**src/rtl/lines_sequencer_if.sv**
```systemverilog
// Control bundle between the round sequencer and the horizontal-line datapath.
// The sequencer side (master) samples the frame/button/collision inputs and drives the per-line controls.
interface lines_sequencer_if #(
   parameter int N_LINES = 4
);
   logic               frame;
   logic               go;
   logic               pause;
   logic               collision;
   logic               load_counter;
   logic [N_LINES-1:0] start_machine;
   logic [N_LINES-1:0] stop;
   logic               flash;
   logic [15:0]        score;
   logic               game_over;
   logic [2:0]         state;

   modport master (
      input  frame, go, pause, collision,
      output load_counter, start_machine, stop, flash, score, game_over, state
   );

   modport slave (
      output frame, go, pause, collision,
      input  load_counter, start_machine, stop, flash, score, game_over, state
   );
endinterface

```
**src/rtl/lines_sequencer.sv**
```systemverilog
// Game-round controller: loads the lines, launches them one per LAUNCH_GAP frames,
// detects a collision, flashes the frozen field and reports game over.
module lines_sequencer #(
   parameter int N_LINES       = 4,
   parameter int LAUNCH_GAP    = 60,
   parameter int FLASH_PERIOD  = 15,
   parameter int FLASH_TOGGLES = 8
) (
   input  logic                 clk,
   input  logic                 reset_n,
   lines_sequencer_if.master    bus
);

   typedef enum logic [2:0] {IDLE, LOAD, LAUNCH, PLAY, PAUSE, HIT, OVER} state_t;

   localparam int IDX_W = $clog2(N_LINES + 1);
   localparam int GAP_W = $clog2(LAUNCH_GAP + 1);
   localparam int FP_W  = $clog2(FLASH_PERIOD + 1);
   localparam int TG_W  = $clog2(FLASH_TOGGLES + 1);
   localparam logic [GAP_W-1:0] GAP_LAST = GAP_W'(LAUNCH_GAP - 1);
   localparam logic [FP_W-1:0]  FP_LAST  = FP_W'(FLASH_PERIOD - 1);
   localparam logic [TG_W-1:0]  TG_LAST  = TG_W'(FLASH_TOGGLES - 1);
   localparam logic [IDX_W-1:0] IDX_END  = IDX_W'(N_LINES);

   state_t             state_q, saved_q;
   logic [IDX_W-1:0]   idx_q;
   logic [GAP_W-1:0]   gap_q;
   logic [FP_W-1:0]    flash_cnt_q;
   logic [TG_W-1:0]    toggle_q;
   logic               pulse_q;
   logic               armed_q;
   logic               load_q, flash_q, over_q;
   logic [N_LINES-1:0] start_q, stop_q;
   logic [15:0]        score_q;

   logic [N_LINES-1:0] launched_mask, next_oh, last_oh;
   logic               hit_now;

   // All pulses are one clk wide and level-free: an input counts on every cycle it is high.
   always_comb begin
      launched_mask = '0;
      next_oh       = '0;
      last_oh       = '0;
      for (int i = 0; i < N_LINES; i++) begin
         launched_mask[i] = (IDX_W'(i) < idx_q);
         next_oh[i]       = (IDX_W'(i) == idx_q);
         last_oh[i]       = (IDX_W'(i + 1) == idx_q);
      end
   end

   assign hit_now = bus.frame && bus.collision && (state_q == LAUNCH || state_q == PLAY);

   always_ff @(posedge clk or negedge reset_n) begin
      if (!reset_n) begin
         state_q     <= IDLE;
         saved_q     <= IDLE;
         idx_q       <= '0;
         gap_q       <= '0;
         flash_cnt_q <= '0;
         toggle_q    <= '0;
         pulse_q     <= 1'b0;
         armed_q     <= 1'b0;
         load_q      <= 1'b1;
         flash_q     <= 1'b1;
         over_q      <= 1'b0;
         start_q     <= '0;
         stop_q      <= '0;
         score_q     <= '0;
      end else begin
         // go is only honoured from the second clk after reset release
         armed_q <= 1'b1;
         case (state_q)
            IDLE, OVER: begin
               if (bus.go && armed_q) begin
                  state_q <= LOAD;
                  load_q  <= 1'b1;
                  score_q <= '0;
                  idx_q   <= '0;
                  over_q  <= 1'b0;
                  flash_q <= 1'b1;
                  stop_q  <= '0;
                  start_q <= '0;
                  pulse_q <= 1'b0;
               end
            end
            LOAD: begin
               if (bus.frame) begin
                  state_q <= LAUNCH;
                  load_q  <= 1'b0;
                  start_q <= next_oh;
                  stop_q  <= stop_q | next_oh;
                  idx_q   <= idx_q + 1'b1;
                  gap_q   <= '0;
                  pulse_q <= 1'b1;
               end
            end
            LAUNCH, PLAY: begin
               if (hit_now) begin
                  state_q     <= HIT;
                  stop_q      <= '0;
                  start_q     <= '0;
                  pulse_q     <= 1'b0;
                  flash_q     <= 1'b1;
                  flash_cnt_q <= '0;
                  toggle_q    <= '0;
               end else if (bus.pause) begin
                  saved_q     <= state_q;
                  state_q     <= PAUSE;
                  stop_q      <= '0;
                  start_q     <= '0;
                  flash_cnt_q <= '0;
               end else if (bus.frame) begin
                  if (state_q == PLAY) begin
                     if (score_q != 16'hFFFF) score_q <= score_q + 16'd1;
                  end else begin
                     if (pulse_q) begin
                        start_q <= '0;
                        pulse_q <= 1'b0;
                     end
                     // the frame that ends the last line's pulse hands over to PLAY
                     if (idx_q == IDX_END) begin
                        state_q <= PLAY;
                     end else if (gap_q == GAP_LAST) begin
                        start_q <= next_oh;
                        stop_q  <= stop_q | next_oh;
                        idx_q   <= idx_q + 1'b1;
                        gap_q   <= '0;
                        pulse_q <= 1'b1;
                     end else begin
                        gap_q <= gap_q + 1'b1;
                     end
                  end
               end
            end
            PAUSE: begin
               if (bus.pause) begin
                  state_q <= saved_q;
                  flash_q <= 1'b1;
                  stop_q  <= launched_mask;
                  start_q <= pulse_q ? last_oh : '0;
               end else if (bus.frame) begin
                  if (flash_cnt_q == FP_LAST) begin
                     flash_cnt_q <= '0;
                     flash_q     <= ~flash_q;
                  end else begin
                     flash_cnt_q <= flash_cnt_q + 1'b1;
                  end
               end
            end
            HIT: begin
               if (bus.frame) begin
                  if (flash_cnt_q == FP_LAST) begin
                     flash_cnt_q <= '0;
                     toggle_q    <= toggle_q + 1'b1;
                     flash_q     <= ~flash_q;
                     if (toggle_q == TG_LAST) begin
                        state_q <= OVER;
                        over_q  <= 1'b1;
                        flash_q <= 1'b1;
                     end
                  end else begin
                     flash_cnt_q <= flash_cnt_q + 1'b1;
                  end
               end
            end
            default: state_q <= IDLE;
         endcase
      end
   end

   assign bus.load_counter  = load_q;
   assign bus.start_machine = start_q;
   assign bus.stop          = stop_q;
   assign bus.flash         = flash_q;
   assign bus.score         = score_q;
   assign bus.game_over     = over_q;
   assign bus.state         = state_q;

endmodule

```
**src/flat_wrapper.sv**
```systemverilog
// flat-port wrapper written by rule: the top's interface ports become plain ports
module lines_sequencer_flat 
#(
   parameter int N_LINES       = 4,
   parameter int LAUNCH_GAP    = 60,
   parameter int FLASH_PERIOD  = 15,
   parameter int FLASH_TOGGLES = 8
)
  (clk, reset_n, bus_frame, bus_go, bus_pause, bus_collision, bus_load_counter, bus_start_machine, bus_stop, bus_flash, bus_score, bus_game_over, bus_state);
  lines_sequencer_if #(.N_LINES(N_LINES)) bus_i ();
  input  logic clk;
  input  logic reset_n;
  input wire logic [$bits(bus_i.frame)-1:0] bus_frame;
  input wire logic [$bits(bus_i.go)-1:0] bus_go;
  input wire logic [$bits(bus_i.pause)-1:0] bus_pause;
  input wire logic [$bits(bus_i.collision)-1:0] bus_collision;
  output wire logic [$bits(bus_i.load_counter)-1:0] bus_load_counter;
  output wire logic [$bits(bus_i.start_machine)-1:0] bus_start_machine;
  output wire logic [$bits(bus_i.stop)-1:0] bus_stop;
  output wire logic [$bits(bus_i.flash)-1:0] bus_flash;
  output wire logic [$bits(bus_i.score)-1:0] bus_score;
  output wire logic [$bits(bus_i.game_over)-1:0] bus_game_over;
  output wire logic [$bits(bus_i.state)-1:0] bus_state;
  assign bus_i.frame = bus_frame;
  assign bus_i.go = bus_go;
  assign bus_i.pause = bus_pause;
  assign bus_i.collision = bus_collision;
  assign bus_load_counter = bus_i.load_counter;
  assign bus_start_machine = bus_i.start_machine;
  assign bus_stop = bus_i.stop;
  assign bus_flash = bus_i.flash;
  assign bus_score = bus_i.score;
  assign bus_game_over = bus_i.game_over;
  assign bus_state = bus_i.state;
  lines_sequencer #(.N_LINES(N_LINES), .LAUNCH_GAP(LAUNCH_GAP), .FLASH_PERIOD(FLASH_PERIOD), .FLASH_TOGGLES(FLASH_TOGGLES)) u_core (.clk(clk), .reset_n(reset_n), .bus(bus_i));
endmodule
```
**config.mk**
```make
export PLATFORM = sky130hd
export DESIGN_NAME = lines_sequencer_flat
export DESIGN_NICKNAME = d
export VERILOG_FILES = /design/src/rtl/lines_sequencer_if.sv /design/src/rtl/lines_sequencer.sv /design/src/flat_wrapper.sv
export SDC_FILE = /design/constraint.sdc
export NUM_CORES = 1
export LEC_CHECK = 0
export ABC_AREA = 1
export BUFFER_PORTS_ARGS = -buffer_cell sky130_fd_sc_hd__buf_2
export CAP_MARGIN = 20
export CORE_AREA = 2 2 89 91
export CTS_CLUSTER_DIAMETER = 80
export DETAILED_ROUTE_END_ITERATION = 7
export DIE_AREA = 0 0 91 93
export HOLD_SLACK_MARGIN = 0.1
export PLACE_DENSITY = 0.65
export SLEW_MARGIN = 15
export SYNTH_ARGS = -nofsm -noshare
export SYNTH_HDL_FRONTEND = slang
export SYNTH_SLANG_ARGS = --single-unit
```
**constraint.sdc**
```tcl
create_clock -name clk -period 1.9 [get_ports clk]
set_input_delay 0.285 -clock clk [delete_from_list [all_inputs] [get_ports clk]]
set_output_delay 0.285 -clock clk [all_outputs]
set_load 0.005 [all_outputs]
```
-- Word-level counts from Yosys, hierarchy flattened
Cells that the tools add are included.
- bits in registers: 52
- logic and storage cells: 189
- input bits: 6
- output and inout port bits: 30
- reductions and logical operators: 30
- bitwise gates (word level): 3
- order comparisons: 4
- eq/ne operators: 42
- add/sub/neg operators: 5
- mux-type cells: 91
- operators by type and width (cell ; number):
    $mux 4 ; 27
    $mux 16 ; 6
    $mux 3 ; 19
    $mux 6 ; 7
    $pmux 16 s2 ; 1
    $pmux 4 s4 ; 2
    $reduce_and 7->1 ; 3
    $mux 1 ; 20
    $ne 2x2->1 const B ; 9
    $reduce_and 9->1 ; 2
    $add 16x1->16 const B ; 1
    $ne 16x16->1 const B ; 1
    $ne 3x2->1 const B ; 5
    $pmux 3 s5 ; 1
    $ne 2x1->1 const B ; 7
    $eq 3x3->1 const B ; 4
    $ne 4x3->1 const B ; 3
    $pmux 4 s3 ; 1
    $pmux 6 s2 ; 1
    $reduce_and 6->1 ; 2
    $reduce_bool 2->1 ; 5
    $pmux 3 s3 ; 1
    $reduce_and 3->1 ; 3
    $add 4x1->4 const B ; 2
    other kinds (29) ; 42

-- Logic depth before layout (Yosys ltp)
Gate-level depths: netlist (run 1).
- depth in word-level cells: 9
- depth in mapped cells: 11
- gate-level depth less buffers: 11

-- Worst setup path after synthesis (run 1)
No wires, ideal clock.
- path type: register -> register
- start point: register u_core.score_q[0] (netlist: u_core.bus.score[0])
- end point: register u_core.score_q[15] (netlist: u_core.bus.score[15])
- arrival: 1.598 ns
- slack: 0.237 ns
- library setup time: 0.065 ns
- path buffers: 1
- stages on the path, launching flop included: 11
- clock period less this slack: 1.663 ns
- data required time: 1.835 ns
- cells stage by stage: dfrtp_1 > ha_1 > nand2_1 > nor2_1 > nand2_1 > o21ai_2 > nand2_2 > nand2_4 > buf_6 > nand2_1 > nand2_1
- longest elaborated chain between the ends: 7
- elaborated cells between the ends (all ways): 10
- those cells by class: add/sub (1); eq/ne (2); mux (6); reduce/logical (1)
- ends and longest elaborated chain (element ; RTL line ; RTL):
    start, declared ; lines_sequencer.sv:34 ; logic [15:0] score_q;
    start signal, assigned ; lines_sequencer.sv:114 ; if (score_q != 16'hFFFF) score_q <= score_q + 16'd1;
    $add 16x1->16 ; lines_sequencer.sv:114 ;
    $mux 16 ; lines_sequencer.sv:114 ;
    $mux 16 ; lines_sequencer.sv:113 ; if (state_q == PLAY) begin
    $mux 16 ; lines_sequencer.sv:112 ; end else if (bus.frame) begin
    $mux 16 ; lines_sequencer.sv:106 ; end else if (bus.pause) begin
    $mux 16 ; lines_sequencer.sv:98 ; if (hit_now) begin
    $pmux 16 s2 ; lines_sequencer.sv:72 ; case (state_q)
Several ways; a longest one is shown, not always the timed one. The select of a mux whose other input is x is not followed.
A chain may end at the register's enable or synchronous reset.

-- Worst setup path in the final report (run 1)
- start point: register u_core.idx_q[1]
- end point: register u_core.gap_q[3]
- longest elaborated chain between the ends: 3
- ends and longest elaborated chain (element ; RTL line ; RTL):
    start, declared ; lines_sequencer.sv:26 ; logic [IDX_W-1:0] idx_q;
    start signal, assigned ; lines_sequencer.sv:92 ; idx_q <= idx_q + 1'b1;
    start signal, assigned ; lines_sequencer.sv:126 ; idx_q <= idx_q + 1'b1;
    $eq 3x3->1 ; lines_sequencer.sv:121 ; if (idx_q == IDX_END) begin
    $ne 2x2->1 (no source line) ; n/a ;
    $reduce_and 7->1 (no source line) ; n/a ;
    end signal, assigned ; lines_sequencer.sv:130 ; gap_q <= gap_q + 1'b1;
    end, declared ; lines_sequencer.sv:27 ; logic [GAP_W-1:0] gap_q;
No other way between the ends.

==> results of run 1 <==
[flip-flops by register name, summed over array words and instances (netlist names)]
register / cells
u_core.bus.score: 16
u_core.gap_q: 6
u_core.bus.start_machine: 4
u_core.bus.stop: 4
u_core.flash_cnt_q: 4
u_core.toggle_q: 4
u_core.bus.state: 3
u_core.idx_q: 3
u_core.saved_q: 3
u_core.armed_q: 1
u_core.bus.flash: 1
u_core.bus.game_over: 1
u_core.bus.load_counter: 1
u_core.pulse_q: 1
[path summary, 6_finish.rpt]
check / from / to / slack, ps / cells after the start
setup / recovery: u_core.idx_q[1] / u_core.gap_q[3] / 160 / 9
hold / removal: bus_go / u_core.bus.load_counter / 390 / 5
setup reg to reg: u_core.idx_q[1] / u_core.gap_q[3] / 160 / 9
hold reg to reg: u_core.saved_q[1] / u_core.saved_q[1] / 480 / 1
max in group asynchronous: reset_n / u_core.bus.score[10] / 730 / 3
min in group asynchronous: reset_n / u_core.bus.stop[2] / 490 / 2
[per-stage QoR]
stage	utilization [%]	total power (µW)	setup WS, ps
2_1_floorplan	-	3190	237
3_3_place_gp	48.9	3820	26.4
3_5_place_dp	48.9	3860	16.4
4_1_cts	50.5	4640	37.9
5_1_grt	51.0	5150	1.37
6_report	51.0	4720	159
[cell type report]
class | instances | share of cell area [%]
Sequential cell | 52 | 34.0
Inverter | 43 | 4.27
Clock inverter | 2 | 0.912
Multi-Input combinational cell | 382 | 47.3
Clock buffer | 6 | 1.89
Timing Repair Buffer | 54 | 8.34
Tap cell | 102 | 3.32
[metal layers]
layer | vias up | global-route usage, % | routed length, µm
met5 | - | 0 | 0
met3 | 7 | 3.46 | 292
met2 | 55 | 34.7 | 3840
li1 | 1660 | - | -
met1 | 1516 | 27.1 | 3930
met4 | 0 | 4.67 | 81
[placed cells by master, fill, tap and decap left out, types with 5 or more instances in the layout]
cell type / count
a21oi_1: 8
inv_1: 40
dfrtp_1: 48
nand3_1: 53
nand2_1: 181
nand4_1: 10
buf_4: 18
ha_1: 7
clkbuf_8: 5
buf_2: 35
o21ai_0: 21
nor2_1: 59
o21bai_1: 5
[worst max-delay path, cell delays in order, from the launching register on]
cell	delay, ps
dfrtp_2	430
inv_1	70
ha_1	220
nand2_1	90
nand2_1	90
o21ai_2	210
nand2_2	140
inv_1	170
o21ai_0	110
o21a_1	110
[what timing repair did]
item                                    4_1_cts  5_1_grt
hold buffers                                  1        0
setup buffers                                 0        2
endpoints found under the hold margin        20        0
endpoints found under the setup margin        2       37
gates resized for setup                       1        7
pin swaps                                     0        1
[cell families (layout without fill, tap and decap cells)]
family	count (synthesis)	in the layout	share of synthesized area (%)
buffers and inverters	49	105	6.18
other	1	1	0.114
AO/OA/AOI/OAI	43	43	7.55
AND/OR/NAND/NOR	323	323	41.7
flip-flops	52	52	39.5
XOR/XNOR	7	7	1.86
adder cells (fa/ha/maj)	8	8	3.04
[where the power goes]
group | leakage, µW | total (µW) | internal (µW) | switching, µW
registers | 0.000692 | 1570 | 1350 | 219
logic | 0.00125 | 2390 | 792 | 1590
clock network | 0.0000552 | 756 | 392 | 365
==> metrics.md, run 1 <==
| Metric | Value |
|---|---|
| Multi-input logic area | `0.00182 mm²` |
| DR WL/cell | `12.7 µm` |
| CTS buffer count | `5` |
| Share of post-route cells with drive strength above 1 | `15.8%` |
| Worst Skew | `9.35 ps` |
| PwrDens | `1230 mW/mm²` |
| Rel. slew slack | `63.3%` |
| Final cell count without fillers | `641` |
| Fraction of registers with async set/reset | `100%` |
| Worst-Skew Late Latency | `300 ps` |
| Fillers | `802` |
| Num ports | `36` |
| Root Buffer | `clkbuf_8` |
| Syn Area/Cell | `6.83 µm²` |
| Largest net degree at the start of global routing | `23` |
| Pleak | `0.00200 µW` |
| DIE HEIGHT | `93 µm` |
| Wire length of the first global-routing pass | `14,200 µm` |
| Minimum clock period | `1740 ps` |
| Max Cap Viol | `0` |
| CTS tree | `built` |
| Critical Path AT | `1940 ps` |
| Post-synth EDFFs | `0` |
| Tot GR Track Use | `20.3%` |
| Number of diodes | `0` |
| Max frequency | `574 MHz` |
| GRT overflow | `0` |
| Ranking of synthesized cells by area | `dfrtp_1 (38%), nand2_1 (21%), nand3_1 (8.0%)` |
| Site Rows | `32` |
| Netlist Area Pre-Place | `0.00330 mm²` |
| DIE AREA | `0.00846 mm²` |
| Final setup violation count | `0` |
| Final-stage net count | `552` |
| Starting Density | `43.8%` |
| GPL Wtd Cong | `0.918` |
| Clock transition at path regs | `100 ps` |
| CTS H-tree depth | `2` |
| # DRC | `0` |
| Vias in the first global route | `3,038` |
| Final Hold Viols | `0` |
| Worst setup SP type | `flop` |
| Least-Margin Pin Slew | `550 ps` |
| DRT Pass-1 Iters | `4` |
| Kind of critical path | `reg -> reg` |
| Prevailing post-synth register cell | `dfrtp_1` |
| Worst setup EP type | `flop` |
| Top cell type's share of synthesized area | `37.9%` |
| I/O Buffers | `35` |
| Vias/cell | `5.05` |
| Synth-to-layout area growth | `16.5%` |
| WP data required | `2100 ps` |
| Status | `complete, no violations` |
| Antenna violations before repair | `0` |
| RSZ-0062 raised after global routing | `no` |
| Post-Syn Instances | `483` |
| Total clock sinks | `52` |
| Crit path max fanout | `7` |
| Synth cell count leaders | `nand2_1 (182), nor2_1 (60), nand3_1 (53), dfrtp_1 (50), inv_1 (40)` |
| Placed Instance Area | `0.00368 mm²` |
| Final Slew Violations | `0` |
| Tightest Hold Check Type | `in -> reg` |
| Worst hold slack | `393 ps` |
| Fin area | `0.00384 mm²` |
| Syn Nets | `497` |
| Clock Path Buffers | `2` |
| Top cell type by total area after synthesis | `dfrtp_1` |
| Initial DRC count | `135` |
| Dpl hpwl | `6120 µm` |
| Peak VDD IR | `0.696 mV` |
| Fin crit share | `91.6%` |
| Routed WL | `8140 µm` |
| FF+latch area | `0.00131 mm²` |
| Core box area | `0.00753 mm²` |
| Cell count after placement | `630` |
| Post-DRT Antenna Nets | `0` |
| Post-synth cell types | `35` |
| Vias | `3,238` |
| Setup TNS | `0 ps` |
| Post-synthesis sequential area ratio | `39.5%` |
| Die Wd | `91 µm` |
| FF+latch count, synth | `52` |
| Most frequent cell after synthesis | `nand2_1` |
| Synth warn | `0` |
Power figures use the tool's default switching activity.
==> run 2, diff against run 1 <==
- clock period: 1.9 -> 1.7 ns (I/O delays scaled with it)
==> run 2 against run 1 <==
Clock skew fell by 2.7 ps. Via count rose by 6.2%. Sequential cell count did not move. Register-to-register slack got worse by 80 ps. Routed wire length rose by 8.7%. Combinational power rose by 41%. Maximum frequency rose by 7.5%. Critical path depth did not move. First-iteration DRC count rose by 23%. Highest routed layer unchanged. Sequential share of layout area fell by 2.8 points. Final area rose by 9.1%.
==> metrics.md, run 2 (same netlist as run 1, synthesis figures left out) <==
| Metric | Value |
|---|---|
| Clock share of power | `13.3%` |
| Crit path max fanout | `7` |
| CTS H-tree depth | `2` |
| DR WL/cell | `13.2 µm` |
| Minimum clock period | `1620 ps` |
| Dpl hpwl | `6270 µm` |
| DRT Pass-1 Iters | `5` |
| Buf+Inv Stages, Crit Path | `2` |
| Final setup violation count | `0` |
| NetSw | `2710 µW` |
| Core box area | `0.00753 mm²` |
| DIE AREA | `0.00846 mm²` |
| Site Rows | `32` |
| # DRC | `0` |
| Number of diodes | `0` |
| Largest register FFs | `16` |
| GRT overflow | `0` |
| Pleak | `0.00216 µW` |
| Vias/cell | `5.14` |
| Wire length of the first global-routing pass | `14,400 µm` |
| Final-stage net count | `580` |
| Most common cell after layout, fill and taps aside | `nand2_1` |
| Max Cap Viol | `0` |
| Worst-Skew Late Latency | `310 ps` |
| Vias | `3,439` |
| Fillers | `743` |
| Most frequent cells in the layout | `nand2_1 (176), nand3_1 (50), nor2_1 (50)` |
| Total clock sinks | `52` |
| Final Slew Violations | `0` |
| Placed Instance Area | `0.00383 mm²` |
| Crit path max-delay family | `simple AND/OR/NAND/NOR gates` |
| Routed WL | `8850 µm` |
| Kind of critical path | `reg -> reg` |
| Cell Chain, Critical Path | `inv_2 > nand2_2 > nor2_2 > nand3_1 > nand2_2 > nor2_4 > buf_4 > nand3_1 > nand2_1` |
| Worst hold slack | `353 ps` |
| Initial DRC count | `166` |
| DIE HEIGHT | `93 µm` |
| CTS buffer count | `5` |
| Net Sw Frac | `46.2%` |
| Fin crit share | `95.3%` |
| Synth-to-layout area growth | `27.1%` |
| Vias in the first global route | `3,144` |
| WP data required | `1910 ps` |
| Share of post-route cells with drive strength above 1 | `23.6%` |
| Post-DRT Antenna Nets | `0` |
| GPL Wtd Cong | `0.899` |
| Clock Path Buffers | `2` |
| Status | `complete, no violations` |
| Antenna violations before repair | `0` |
| Combinational share of power | `57.3%` |
| Clock transition at path regs | `90 ps` |
| Critical Path AT | `1830 ps` |
| Sequential Power Share | `29.4%` |
| Final core occ | `55.7%` |
| Pint | `3150 µW` |
| Num ports | `36` |
| Fin area | `0.00419 mm²` |
| Final Hold Viols | `0` |
| Max incr delay on CP | `490 ps` |
| I/O Buffers | `35` |
| CTS tree | `built` |
| PwrDens | `1400 mW/mm²` |
| Worst setup SP type | `flop` |
| Worst setup EP type | `flop` |
| Peak VDD IR | `0.615 mV` |
| Die Wd | `91 µm` |
| CP max-delay cell | `dfrtp_2` |
| Worst Skew | `6.68 ps` |
| Starting Density | `43.8%` |
| Tot GR Track Use | `20.8%` |
| Tightest Hold Check Type | `in -> reg` |
| Largest net degree at the start of global routing | `53` |
| Max frequency | `617 MHz` |
| Root Buffer | `clkbuf_8` |
==> run 2: changes by cell type in the layout (fill, tap and decap cells not counted), sizes merged <==
cell / change
buf: +25
nor2: +1
clkbuf: +3
bufinv: -1
clkinv: +1
inv: -1
==> run 2: cell type report <==
class                           count  area, µm²  share of cell area, %
Clock buffer                        8        100                   2.39
Sequential cell                    52       1310                   31.2
Tap cell                          102        128                   3.04
Timing Repair inverter              1       5.00                  0.119
Timing Repair Buffer               80        538                   12.8
Multi-Input combinational cell    383       1950                   46.5
Inverter                           43        166                   3.97
==> run 2: per-layer routing <==
layer / track usage, % / up-vias / wire length (µm)
li1: - / 1720 / -
met1: 28.1 / 1627 / 4070
met4: 7.20 / 0 / 163
met5: 0 / - / 0
met3: 3.30 / 15 / 360
met2: 34.1 / 77 / 4260
==> run 2: power groups by stage <==
stage	registers [µW]	clock network, µW	logic (µW)
finish	1720	782	3360
global route	1760	858	3720
CTS	1700	812	2840
detailed placement	1720	0	2780
global placement	1710	0	2730
floorplan	1730	0	1840
==> run 2: metrics by stage <==
stage / std cells / total power (µW) / setup slack, ps / setup TNS (ps)
detailed placement: 646 / 4500 / -39.6 / -288
global placement: 646 / 4440 / -9.57 / -25.1
CTS: 655 / 5350 / 17.3 / 0
global route: 669 / 6330 / -30.8 / -397
floorplan: 483 / 3570 / 36.9 / 0
finish: 669 / 5860 / 80.5 / 0
==> run 2: tightest hold or removal path, stage by stage <==
cell and delay [ps]:
buf_2 100, nand2_1 120, nor2_1 60, inv_1 60, nand2_1 60
==> run 2: what timing repair did <==
| item | 4_1_cts | 5_1_grt |
|---|---|---|
| setup buffers | 0 | 12 |
| setup endpoints to repair | 30 | 41 |
| pin swaps | 1 | 8 |
| gates cloned | 0 | 2 |
| endpoints found under the hold margin | 50 | 0 |
| resized for setup | 5 | 38 |
| hold buffers | 1 | 0 |
==> run 2: path summary, 6_finish.rpt <==
path / startpoint / end / slack (ps) / cells after the start
worst max-delay path: u_core.bus.state[2] / u_core.bus.start_machine[0] / 80 / 9
worst min-delay path: bus_go / u_core.bus.load_counter / 350 / 5
worst max register to register: u_core.bus.state[2] / u_core.bus.start_machine[0] / 80 / 9
worst min register to register: u_core.saved_q[1] / u_core.saved_q[1] / 470 / 1
max in group asynchronous: reset_n / u_core.bus.flash / 920 / 3
min in group asynchronous: reset_n / u_core.bus.stop[2] / 480 / 3
==> run 3, diff against run 2 <==
- CTS_BUF_LIST: unset -> sky130_fd_sc_hd__clkbuf_16
==> run 3 against run 2 <==
Register-to-register slack worse by 30 ps. Largest cell class unchanged. Final cell count stayed put. Maximum frequency is 2.0% lower. Largest power group unchanged. Utilization is 0.45 points higher. Global-route usage hardly changed. Final area is 0.81% higher. Critical path type unchanged. Via count is 1.2% lower. Clock power is 24% higher.
==> metrics.md, run 3 (same netlist as run 1, synthesis figures left out) <==
| Metric | Value |
|---|---|
| CTS tree | `built` |
| Vias | `3,397` |
| Tot GR Track Use | `20.8%` |
| Starting Density | `43.8%` |
| GRT overflow | `0` |
| Die Wd | `91 µm` |
| Final Slew Violations | `0` |
| Final-stage net count | `580` |
| Fin crit share | `97.2%` |
| CP max-delay cell | `dfrtp_2` |
| DIE AREA | `0.00846 mm²` |
| Worst-Skew Late Latency | `290 ps` |
| Minimum clock period | `1650 ps` |
| Critical Path AT | `1820 ps` |
| CTS H-tree depth | `2` |
| Num ports | `36` |
| Most common cell after layout, fill and taps aside | `nand2_1` |
| CTS buffer count | `5` |
| Dpl ws | `-39.6 ps` |
| Share of post-route cells with drive strength above 1 | `23.3%` |
| Final setup violation count | `0` |
| Peak VDD IR | `0.642 mV` |
| Overall power | `6030 µW` |
| Clock Path Buffers | `2` |
| PwrDens | `1430 mW/mm²` |
| Max frequency | `605 MHz` |
| Total clock sinks | `52` |
| Max Cap Viol | `0` |
| Status | `complete, no violations` |
| Worst setup SP type | `flop` |
| Final Hold Viols | `0` |
| Tightest Hold Check Type | `in -> reg` |
| RSZ-0062 raised after global routing | `yes` |
| Initial DRC count | `153` |
| Routed WL | `8680 µm` |
| Pleak | `0.00218 µW` |
| Antenna violations before repair | `0` |
| Crit path max fanout | `7` |
| Largest net degree at the start of global routing | `53` |
| Vias in the first global route | `3,124` |
| Cell Chain, Critical Path | `inv_4 > nor2_4 > buf_6 > buf_4 > nand2_2 > nand4_1 > nor2_4 > nand2_2 > nand2_1 > nand2_1` |
| DRT Pass-1 Iters | `4` |
| Vias/cell | `5.08` |
| Clock transition at path regs | `70 ps` |
| Dpl hpwl | `6270 µm` |
| Setup ws final | `47.3 ps` |
| WP data required | `1870 ps` |
| Worst Skew | `3.20 ps` |
| Synth-to-layout area growth | `28.1%` |
| # DRC | `0` |
| Site Rows | `32` |
| Root Buffer | `clkbuf_16` |
| Worst setup EP type | `flop` |
| GPL Wtd Cong | `0.899` |
| Number of diodes | `0` |
| Final core occ | `56.1%` |
| Wire length of the first global-routing pass | `14,400 µm` |
| I/O Buffers | `35` |
| Max incr delay on CP | `430 ps` |
| Most frequent cells in the layout | `nand2_1 (174), nor2_1 (51), nand3_1 (50)` |
| DR WL/cell | `13.0 µm` |
| Core box area | `0.00753 mm²` |
| Kind of critical path | `reg -> reg` |
| Largest register FFs | `16` |
| DIE HEIGHT | `93 µm` |
| Post-DRT Antenna Nets | `0` |
[run 3: cell type report]
| cell class | instances | area (µm²) |
|---|---|---|
| clock buffers | 5 | 125 |
| clock inverters | 3 | 11.3 |
| fillers | 734 | 3300 |
| inverters | 43 | 169 |
| multi-input cells | 382 | 1920 |
| flip-flops and latches | 52 | 1310 |
| well taps | 102 | 128 |
| repair buffers | 82 | 567 |
[run 3: worst max-delay path, delay by kind of cell (launching register included)]
| kind | cells | cell delay (ps) |
|---|---|---|
| and+or+nand+nor | 7 | 740 |
| DFF | 1 | 430 |
| buffers and inverters | 3 | 360 |
[run 3: worst paths after layout]
check / from / slack, ps / end / cells after the start
max in group asynchronous: reset_n / 890 / u_core.bus.flash / 3
hold / removal: bus_go / 380 / u_core.bus.load_counter / 5
setup reg to reg: u_core.bus.state[1] / 50 / u_core.bus.stop[1] / 10
hold reg to reg: u_core.saved_q[1] / 470 / u_core.saved_q[1] / 1
min in group asynchronous: reset_n / 500 / u_core.bus.stop[2] / 3
setup / recovery: u_core.bus.state[1] / 50 / u_core.bus.stop[1] / 10
[run 3: metal layers]
metal | wire, µm | up-vias | global-route usage [%]
li1 | - | 1713 | -
met5 | 0 | - | 0
met2 | 4070 | 78 | 34.2
met4 | 155 | 0 | 6.31
met3 | 335 | 15 | 3.46
met1 | 4120 | 1591 | 28.3
[run 3: stage by stage]
| stage | cell area (µm²) | TNS [ps] | instances | hold slack [ps] |
|---|---|---|---|---|
| CTS | 3990 | 0 | 655 | 379 |
| finish | 4230 | 0 | 669 | 380 |
| global placement | 3830 | -25.1 | 646 | 272 |
| floorplan | 3300 | 0 | 483 | -40.6 |
| detailed placement | 3830 | -288 | 646 | 274 |
| global route | 4230 | -194 | 669 | 424 |
[run 3: where the power goes]
group	total, µW	internal, µW	switching, µW	leakage, µW
Combinational	3340	1290	2050	0.00142
Sequential	1720	1520	208	0.000692
Clock	971	532	440	0.0000701
Total	6030	3340	2690	0.00218
[run 3: timing repair]
item	CTS	global route
endpoints found under the hold margin	50	0
gates cloned	0	0
hold buffers	1	0
pin swaps	0	11
resized for setup	5	39
endpoints found under the setup margin	29	41
buffers inserted	0	14
